$ cat src/rtl/display_pkg.sv
// display_pkg: shared FSM state type and display constants for display_scan_controller.
package display_pkg;
    typedef enum logic {ST_ACTIVE, ST_GUARD} scan_state_e;
    localparam int NUM_DIGITS = 4;
    localparam logic [NUM_DIGITS-1:0] ANODE_OFF = 4'b1111;
    function automatic logic [NUM_DIGITS-1:0] anode_sel_n(input logic [1:0] idx);
        return ~(4'b0001 << idx);
    endfunction
endpackage

$ cat src/rtl/refresh_tick_gen.sv
// refresh_tick_gen: dwell counter; done is high on the cycle the count reaches limit.
module refresh_tick_gen #(
    parameter int W = 4
) (
    input  logic         clk,
    input  logic         reset_n,
    input  logic         clear,
    input  logic [W-1:0] limit,
    output logic         done
);
    logic [W-1:0] cnt;
    always_ff @(posedge clk or negedge reset_n)
        if (!reset_n) cnt <= '0;
        else cnt <= clear ? '0 : cnt + W'(1);
    assign done = cnt == limit;
endmodule

$ cat src/rtl/display_scan_controller.sv
// display_scan_controller: 4-digit multiplexed display scanner with frame-synchronous loads.
// Define DISPLAY_SCAN_LZB_EN to blank leading zeros (digit 0 is never blanked).
module display_scan_controller
    import display_pkg::*;
#(
    parameter int REFRESH_DIV  = 100000,
    parameter int GUARD_CYCLES = 4
) (
    input  logic        clk,
    input  logic        reset_n,
    input  logic        load_valid,
    input  logic [15:0] load_data,
    output logic        load_ready,
    output logic [3:0]  digit_value,
    output logic        digit_blank,
    output logic [3:0]  an_n,
    output logic        frame_done
);
    localparam int MAX_DWELL = REFRESH_DIV > GUARD_CYCLES ? REFRESH_DIV : GUARD_CYCLES;
    localparam int CW = $clog2(MAX_DWELL);
    localparam logic [CW-1:0] ACT_LAST = CW'(REFRESH_DIV - 1);
    localparam logic [CW-1:0] GRD_LAST = CW'(GUARD_CYCLES - 1);

    scan_state_e state, state_nxt;
    logic        run;
    logic [1:0]  idx;
    logic [15:0] disp_reg, shadow;
    logic        pending, done, wrap, accept, lz;

    // run keeps everything dark for the first cycle after reset so the scan starts cleanly at idx 0
    refresh_tick_gen #(.W(CW)) u_tick (
        .clk     (clk),
        .reset_n (reset_n),
        .clear   (!run || done),
        .limit   (state == ST_ACTIVE ? ACT_LAST : GRD_LAST),
        .done    (done)
    );

    always_ff @(posedge clk or negedge reset_n)
        if (!reset_n) state <= ST_ACTIVE;
        else state <= state_nxt;

    always_comb begin
        state_nxt = (run && done) ? (state == ST_ACTIVE ? ST_GUARD : ST_ACTIVE) : state;
    end

    assign wrap   = run && done && state == ST_GUARD && idx == 2'd3;
    assign accept = load_valid && !pending;

    // a load accepted on the wrap cycle lands in shadow after the copy, so it waits a full frame
    always_ff @(posedge clk or negedge reset_n)
        if (!reset_n) begin
            run        <= 1'b0;
            idx        <= 2'd0;
            disp_reg   <= 16'h0000;
            shadow     <= 16'h0000;
            pending    <= 1'b0;
            frame_done <= 1'b0;
        end else begin
            run        <= 1'b1;
            frame_done <= wrap;
            pending    <= accept || (pending && !wrap);
            if (run && done && state == ST_GUARD) idx <= idx + 2'd1;
            if (wrap && pending) disp_reg <= shadow;
            if (accept) shadow <= load_data;
        end

`ifdef DISPLAY_SCAN_LZB_EN
    assign lz = idx != 2'd0 && (disp_reg >> {idx, 2'b00}) == 16'h0000;
`else
    assign lz = 1'b0;
`endif

    always_comb begin
        digit_blank = !run || state == ST_GUARD || lz;
        digit_value = run ? disp_reg[{idx, 2'b00} +: 4] : 4'h0;
        an_n        = digit_blank ? ANODE_OFF : anode_sel_n(idx);
    end

    assign load_ready = !pending;
endmodule

$ cat config.mk
export PLATFORM = sky130hd
export DESIGN_NAME = display_scan_controller
export DESIGN_NICKNAME = d
export VERILOG_FILES = /design/src/rtl/display_pkg.sv /design/src/rtl/refresh_tick_gen.sv /design/src/rtl/display_scan_controller.sv
export SDC_FILE = /design/constraint.sdc
export NUM_CORES = 1
export LEC_CHECK = 0
export CAP_MARGIN = 20
export CORE_MARGIN = 4
export CORE_UTILIZATION = 55
export CTS_CLUSTER_DIAMETER = 200
export DETAILED_ROUTE_END_ITERATION = 8
export PLACE_DENSITY = 0.84
export SLEW_MARGIN = 30
export SYNTH_ARGS = -nofsm -noshare
export SYNTH_HDL_FRONTEND = slang
export SYNTH_SLANG_ARGS = --single-unit
export TNS_END_PERCENT = 1
$ cat constraint.sdc
create_clock -name clk -period 2.94 [get_ports clk]
set_input_delay 0.882 -clock clk [delete_from_list [all_inputs] [get_ports clk]]
set_output_delay 0.882 -clock clk [all_outputs]
set_load 0.05 [all_outputs]
* Yosys cells after proc, flatten, opt, wreduce, memory -nomap -nowiden *
Cells that the tools add are included.
Widths: inputs -> output; s select.

cells by class
  add/sub/neg operators = 2
  multipliers = 0
  divide/modulo/power cells = 0
  $lt $le $gt $ge = 0
  equal/unequal tests = 2
  shift operators = 2
  muxes and demuxes = 5
  bitwise gates (word level) = 1
  reduce and logical (&&, ||, !) cells = 12

operator list
  operator               count
  $mux 17                2
  $add 17x1->17 const B  1
  $eq 17x17->1           1
  $shiftx 16x5->4        1
  $mux 4                 2
  $logic_and 1x1->1      6
  $not 4->4              1
  $shl 1x2->4 const A    1
  $logic_not 1->1        3
  $logic_or 1x1->1       3
  $add 2x1->2 const B    1
  $eq 2x2->1 const B     1
  $mux 1                 1

word-level totals
  bits in registers = 55
  bits in latches = 0
  memory bits (writable) = 0
  ROM bits = 0
  input bits = 19
  output and inout bits = 11
  word-level logic and storage cells = 32
  memories = 0

* Logic depth before layout (Yosys ltp) *
  depth after elaboration = 8
  gate-level depth with buffers = 6
  gate-level depth less buffers = 5

* By module *
A second synthesis with hierarchy kept.

unflattened totals
  cell total of the unflattened synthesis = 213
  area, all modules = 2677.6 um^2

by module, submodules not included
  module                   instances  cells an instance  area each (um^2)  seq. area each (um^2)
  display_scan_controller  1          108                1664.1            950.9
  refresh_tick_gen         1          105                1013.5            425.4

* Worst setup path after synthesis *
No wires, ideal clock.

  path type = register -> output
  start point = register idx[0]
  end point = output port digit_value[0]
  arrival = 1471 ps
  data required time = 2058 ps
  setup slack = 587 ps
  stages on the path, launching flop included = 4
  buffers on the path = 1
  path through = dfrtp_1 > clkbuf_1 > mux4_2 > and2_1

between the ends
  cells in the longest elaborated chain, start to end = 2

RTL lines
  what                      RTL line                       RTL
  start: declaration        display_scan_controller.sv:26  logic [1:0] idx;
  start signal: assignment  display_scan_controller.sv:63  if (run && done && state == ST_GUARD) idx <= idx + 2'd1;
  $shiftx 16x5->4           display_scan_controller.sv:76  digit_value = run ? disp_reg[{idx, 2'b00} +: 4] : 4'h0;
  $mux 4                    display_scan_controller.sv:76
  end: declaration          display_scan_controller.sv:14  output logic [3:0] digit_value,

Every way passes these cells.

* Worst setup path after layout *
  start point = register state
  end point = output port digit_blank

between the ends
  cells in the longest elaborated chain, start to end = 1

RTL lines
  what                      RTL line                       RTL
  start: declaration        display_scan_controller.sv:24  scan_state_e state, state_nxt;
  start signal: assignment  display_scan_controller.sv:41  else state <= state_nxt;
  $logic_or 1x1->1          display_scan_controller.sv:75  digit_blank = !run || state == ST_GUARD || lz;
  end: declaration          display_scan_controller.sv:15  output logic digit_blank,

Every way passes these cells.

==> results.cfg <==
[clocking]
tritoncts_clock_tree = built
cts-buffers-inserted = 5
cts-hold-fix-buffers = 0
postCtsSetupRepairBufs = 0
clock_latency_ps = 310
htreeDepth = 2
root_buffer = sky130_fd_sc_hd__clkbuf_8
clk_pin_slew_ps = 100
postCtsResizedCells = 0
number_of_buffers_on_the_longest_clock_path = 2
clock_sinks = 55

[place]
place.port_buffers = 29
detailedPlacementHpwl_mm = 3.419
gp_congestion = 0.8475

[drt]
routed-via-count = 1616
mean_number_of_vias_per_cell = 5.650
drt_wirelength_mm = 4.699
number_of_optimization_iterations_in_the_first_detailed_route_pass = 4
antenna_left = 0
avgRoutedWirePerCell_microns = 16.43
drc = 0
first_iter_violations = 88

[synthesis]
per_instance_average_area_after_synthesis_sq_um = 12.88
synth_adder_area_share = 0.02405
syn_inst = 202
postSynthNetCount = 226
yosys_warnings = 0
synth_compound_area_frac = 0.02357
synth_async_sr_flop_share = 1.000
synth-seq-cells = 55
synth_edf_count = 0
yosys.area_share.xor_xnor = 0.05051
synthMuxAreaShare = 0.1905
post_synthesis_instance_area_sq_mm = 0.002601
ys_dominant_reg_cell = sky130_fd_sc_hd__dfrtp_1
main_combinational_cell_family_by_area_after_synthesis = multiplexers
distinct_cell_type_count_of_the_synthesized_netlist = 36
register_area_share_after_synthesis = 0.5291
post_synth_and_or_nand_nor_area_fraction = 0.1515

[global_route]
grt.total_usage = 0.1769
antenna_found_initial = 0
grt_start_max_net_pins = 35
first_global_vias = 1759
overflow = 0
grt_first_pass_wirelength_mm = 8.217

[floorplan]
chipHeight_microns = 76.77
starting_utilization_of_the_core_area = 0.5814
die_area_sq_mm = 0.005894
number_of_placement_rows = 24
coreArea_sq_mm = 0.004474
die_x_microns = 76.77
floorplan.io_pins = 30

[finish]
area_growth_syn_to_layout_pct = 17.17
num-nets-final = 257
fillCellCount = 309
layout_common_cells = sky130_fd_sc_hd__dfrtp_1 (55), sky130_fd_sc_hd__mux2_2 (24), sky130_fd_sc_hd__clkdlybuf4s50_1 (20)
largest_register_ff_count = 17
drive_gt1_frac = 0.2607
layout_commonest_cell = sky130_fd_sc_hd__dfrtp_1
num_antenna_cells = 0

[timing]
grt_setup_unrepaired = no
finalSetupViolCount = 0
timing.max_slew.rel_slack = 0.5002
final.hold.worst_slack_ps = 510.1
finClkSkew_ps = 7.380
timing.fmax_mhz = 366.7
max_slew.worst_pin.slew_ps = 749.7
final.setup.tns_ps = 0
post-route-min-period_ps = 2727
hold_violations = 0
final_max_slew_viol_count = 0
min_period_over_period = 0.9276

[critical_path]
cp.arrival_ps = 1850
timing.critical_path.fanout_max = 6
worst_setup_path_end_kind = primary output
cp_top_family = buffers and inverters
required_ps = 2060
max_stage_delay_ps = 700
timing.critical_path.buf_inv = 2
timing.setup.critical_path_class = reg2out
worstPathCellList = nor2b_1 -> inv_1 -> clkdlybuf4s50_1
worst_setup_path_start_kind = flip-flop
critPathSlowestCell = sky130_fd_sc_hd__clkdlybuf4s50_1

[power_and_ir_drop]
power.static_leakage_nw = 1.375
ir_worst_vdd_mv = 0.3054
power_density_mw_per_mm2 = 501.9

[min_path]
worst_hold_path_type = reg2reg

[run]
cap_viol_max_count = 0

[status]
run_status = finished clean
-- final timing paths --
path | cells after the start | startpoint | slack, ps | end
worst max-delay path | 3 | state | 210 | digit_blank
worst min-delay path | 1 | shadow[0] | 510 | shadow[0]
worst max register to register | 5 | u_tick.cnt[14] | 700 | disp_reg[3]
worst min register to register | 1 | shadow[0] | 510 | shadow[0]
max in group asynchronous | 2 | reset_n | 1860 | disp_reg[14]
min in group asynchronous | 1 | reset_n | 540 | u_tick.cnt[12]
-- layout make-up --
type | count | area, sq um | share of cell area
tap | 52 | 65.06 | 0.02135
timing repair buffer | 33 | 317.8 | 0.1043
multi-input combinational | 132 | 1149 | 0.3768
clock inverter | 2 | 35.03 | 0.01149
clock buffer | 6 | 82.58 | 0.02709
inverter | 6 | 22.52 | 0.007389
sequential | 55 | 1376 | 0.4516
-- report_power, final --
group / total, mW / internal (mW) / switching, mW / leakage (nW)
Combinational: 0.166 / 0.0827 / 0.0837 / 0.583
Sequential: 0.851 / 0.803 / 0.0486 / 0.731
Clock: 0.512 / 0.276 / 0.236 / 0.0612
Total: 1.53 / 1.16 / 0.369 / 1.38
-- through the flow --
step | setup WS [ps] | utilization | cell area (sq um) | cells | power (mW)
3_5_place_dp | 402.8 | 0.6538 | 2925 | 278 | 1.034
4_1_cts | 53.35 | 0.6801 | 3043 | 286 | 1.544
2_1_floorplan | 586.5 | - | 2601 | 202 | 0.9622
6_report | 212.7 | 0.6812 | 3048 | 286 | 1.530
5_1_grt | 104.7 | 0.6812 | 3048 | 286 | 1.605
3_3_place_gp | 453.5 | 0.6538 | 2925 | 278 | 1.027
-- metal layers --
metal	global-route usage	routed length (microns)
met2	0.3092	2465
met4	0.06703	66
met5	0	0
met1	0.2090	1993
met3	0.04450	174
-- synthesized netlist by cell type (2+ instances only) --
cell,n,area (sq um)
sky130_fd_sc_hd__a21boi_0,2,15.01
sky130_fd_sc_hd__and2_1,11,68.82
sky130_fd_sc_hd__and4_1,2,17.52
sky130_fd_sc_hd__clkbuf_1,5,18.77
sky130_fd_sc_hd__dfrtp_1,55,1376
sky130_fd_sc_hd__ha_1,5,62.56
sky130_fd_sc_hd__inv_1,6,22.52
sky130_fd_sc_hd__mux2_2,24,270.3
sky130_fd_sc_hd__mux2_4,9,135.1
sky130_fd_sc_hd__mux4_2,4,90.09
sky130_fd_sc_hd__nand2_1,9,33.78
sky130_fd_sc_hd__nand2b_1,2,12.51
sky130_fd_sc_hd__nand3_1,7,35.03
sky130_fd_sc_hd__nand4_1,7,43.79
sky130_fd_sc_hd__nor2_1,11,41.29
sky130_fd_sc_hd__nor2b_1,3,18.77
sky130_fd_sc_hd__nor3_1,4,20.02
sky130_fd_sc_hd__nor4_1,5,31.28
sky130_fd_sc_hd__xnor2_1,7,61.31
sky130_fd_sc_hd__xor2_1,8,70.07
-- cell families (layout without fill, tap and decap cells) --
family,count (synthesis),in the layout
XOR/XNOR,15,15
adder cells (fa/ha/maj),5,5
other,1,1
flip-flops,55,55
AND/OR/NAND/NOR,67,67
AO/OA/AOI/OAI,7,7
multiplexers,37,37
buffers and inverters,15,47
(Power assumes the default switching activity.)
==> RTL change, RTL diff (config.mk and constraints unchanged) <==
Set the parameter `REFRESH_DIV` to 50000 (it was 100000).
--- a/src/rtl/display_scan_controller.sv
+++ b/src/rtl/display_scan_controller.sv
@@ -5,3 +5,3 @@
 #(
-    parameter int REFRESH_DIV  = 100000,
+    parameter int REFRESH_DIV  = 50000,
     parameter int GUARD_CYCLES = 4
Check against the original RTL: same outputs for any inputs over 10 cycles, from zero or initial values and one cycle with reset_n low; that may be too few to reach the edited logic, so the function may still have changed.
==> RTL change against the unedited design <==
Sequential cell count decreased by 1; total power decreased by 14%; core utilization decreased by 0.34 points; die area decreased by 3.1%; routed wire length decreased by 9.9%; final area decreased by 2.5%; critical path depth unchanged; sequential share of layout area increased by 0.32 points; clock power decreased by 15%; synthesized area decreased by 3.5%; via count decreased by 5.4%; worst setup slack improved by 0.097 ns; count of clock-buffer cells in the layout increased by 1; synthesized cell count decreased by 3.5%; critical endpoint is now digit_value[2]; largest cell class unchanged.
==> RTL change: results (changes against the unedited design) <==
\begin{tabular}{lr}
\hline
Metric & Value \\
\hline
\multicolumn{2}{l}{\textbf{Finish}} \\
Seq. cell area & 1350 um2 (-1.8\%) \\
Area share of buffers outside the clock network & 11.0\% (+0.60 points) \\
Finished Core Util & 67.8\% (-0.34 points) \\
Clock-cell share of area & 3.54\% (-0.32 points) \\
Number of multi-input combinational cells & 127 (-3.8\%) \\
Final non-filler cell total & 282 (-1.4\%) \\
Non-clock inverter count & 7 (+1) \\
Number of filler cells placed in the layout & 326 (+5.5\%) \\
Layout buffer count excluding clock buffers & 34 (+3.0\%) \\
\multicolumn{2}{l}{\textbf{Global route}} \\
Vias in the first global route & 1627 (-7.5\%) \\
Largest net degree at the start of global routing & 28 (-20\%) \\
Global-route wire length before repair & 7.42 mm (-9.7\%) \\
\multicolumn{2}{l}{\textbf{Placement}} \\
Cell count after placement & 274 (-1.4\%) \\
Worst slack at placement & 0.436 ns (+0.0334 ns) \\
Post-placement cell area & 2860 um2 (-2.3\%) \\
\multicolumn{2}{l}{\textbf{Route}} \\
Detailed-routed wire length on met3 & 168 um (-3.4\%) \\
\multicolumn{2}{l}{\textbf{Synth}} \\
Ranking of synthesized cells by instance count & sky130\_fd\_sc\_hd\_\_dfrtp\_1 (54), sky130\_fd\_sc\_hd\_\_mux2\_2 (24), sky130\_fd\_sc\_hd\_\_nor2\_1 (17), sky130\_fd\_sc\_hd\_\_mux2\_4 (9), sky130\_fd\_sc\_hd\_\_nand2\_1 (9) \\
Cells taking the most area after synthesis & sky130\_fd\_sc\_hd\_\_dfrtp\_1 (54\%), sky130\_fd\_sc\_hd\_\_mux2\_2 (11\%), sky130\_fd\_sc\_hd\_\_mux2\_4 (5.4\%) \\
Number of synthesized register bits & 54 (-1.8\%) \\
\multicolumn{2}{l}{\textbf{Critical path}} \\
Critical path's slowest cell & sky130\_fd\_sc\_hd\_\_dfrtp\_1 \\
Top fanout value on the critical path & 7 (+1) \\
\multicolumn{2}{l}{\textbf{Timing}} \\
Setup clock skew after layout & 0.0136 ns (+0.00619 ns) \\
Max\_slew headroom & 60.2\% (+10 points) \\
Shortest period the worst path allows & 2.63 ns (-0.0968 ns) \\
Final hold slack & 0.508 ns (-0.00211 ns) \\
\multicolumn{2}{l}{\textbf{Run status}} \\
Result of the run & completed \\
\hline
\end{tabular}
[RTL change: cell count changes after synthesis, sizes merged, moves of 2 or more]
cell | unedited run | this run
nor2b | 3 | 1
o31ai | 0 | 2
a21oi | 0 | 3
a21boi | 2 | 0
nor4 | 7 | 5
nand4 | 7 | 5
clkbuf | 5 | 3
nand2b | 2 | 0
nor2 | 11 | 17
and2 | 11 | 6
[RTL change: report_power, final]
group	switching [mW]	internal, mW	total [mW]
Combinational	0.0386	0.0485	0.0871
Clock	0.221	0.216	0.437
Sequential	0.0186	0.772	0.790
Total	0.278	1.04	1.31
[RTL change: cell families (layout without fill, tap and decap cells)]
group / Yosys count / count (layout) / synth area share [%]
buffers and inverters: 14 / 49 / 2.49
AND/OR/NAND/NOR: 62 / 62 / 13.9
other: 1 / 1 / 0.149
multiplexers: 37 / 37 / 19.7
flip-flops: 54 / 54 / 53.8
XOR/XNOR: 13 / 13 / 4.54
adder cells (fa/ha/maj): 5 / 5 / 2.49
AO/OA/AOI/OAI: 9 / 9 / 2.89
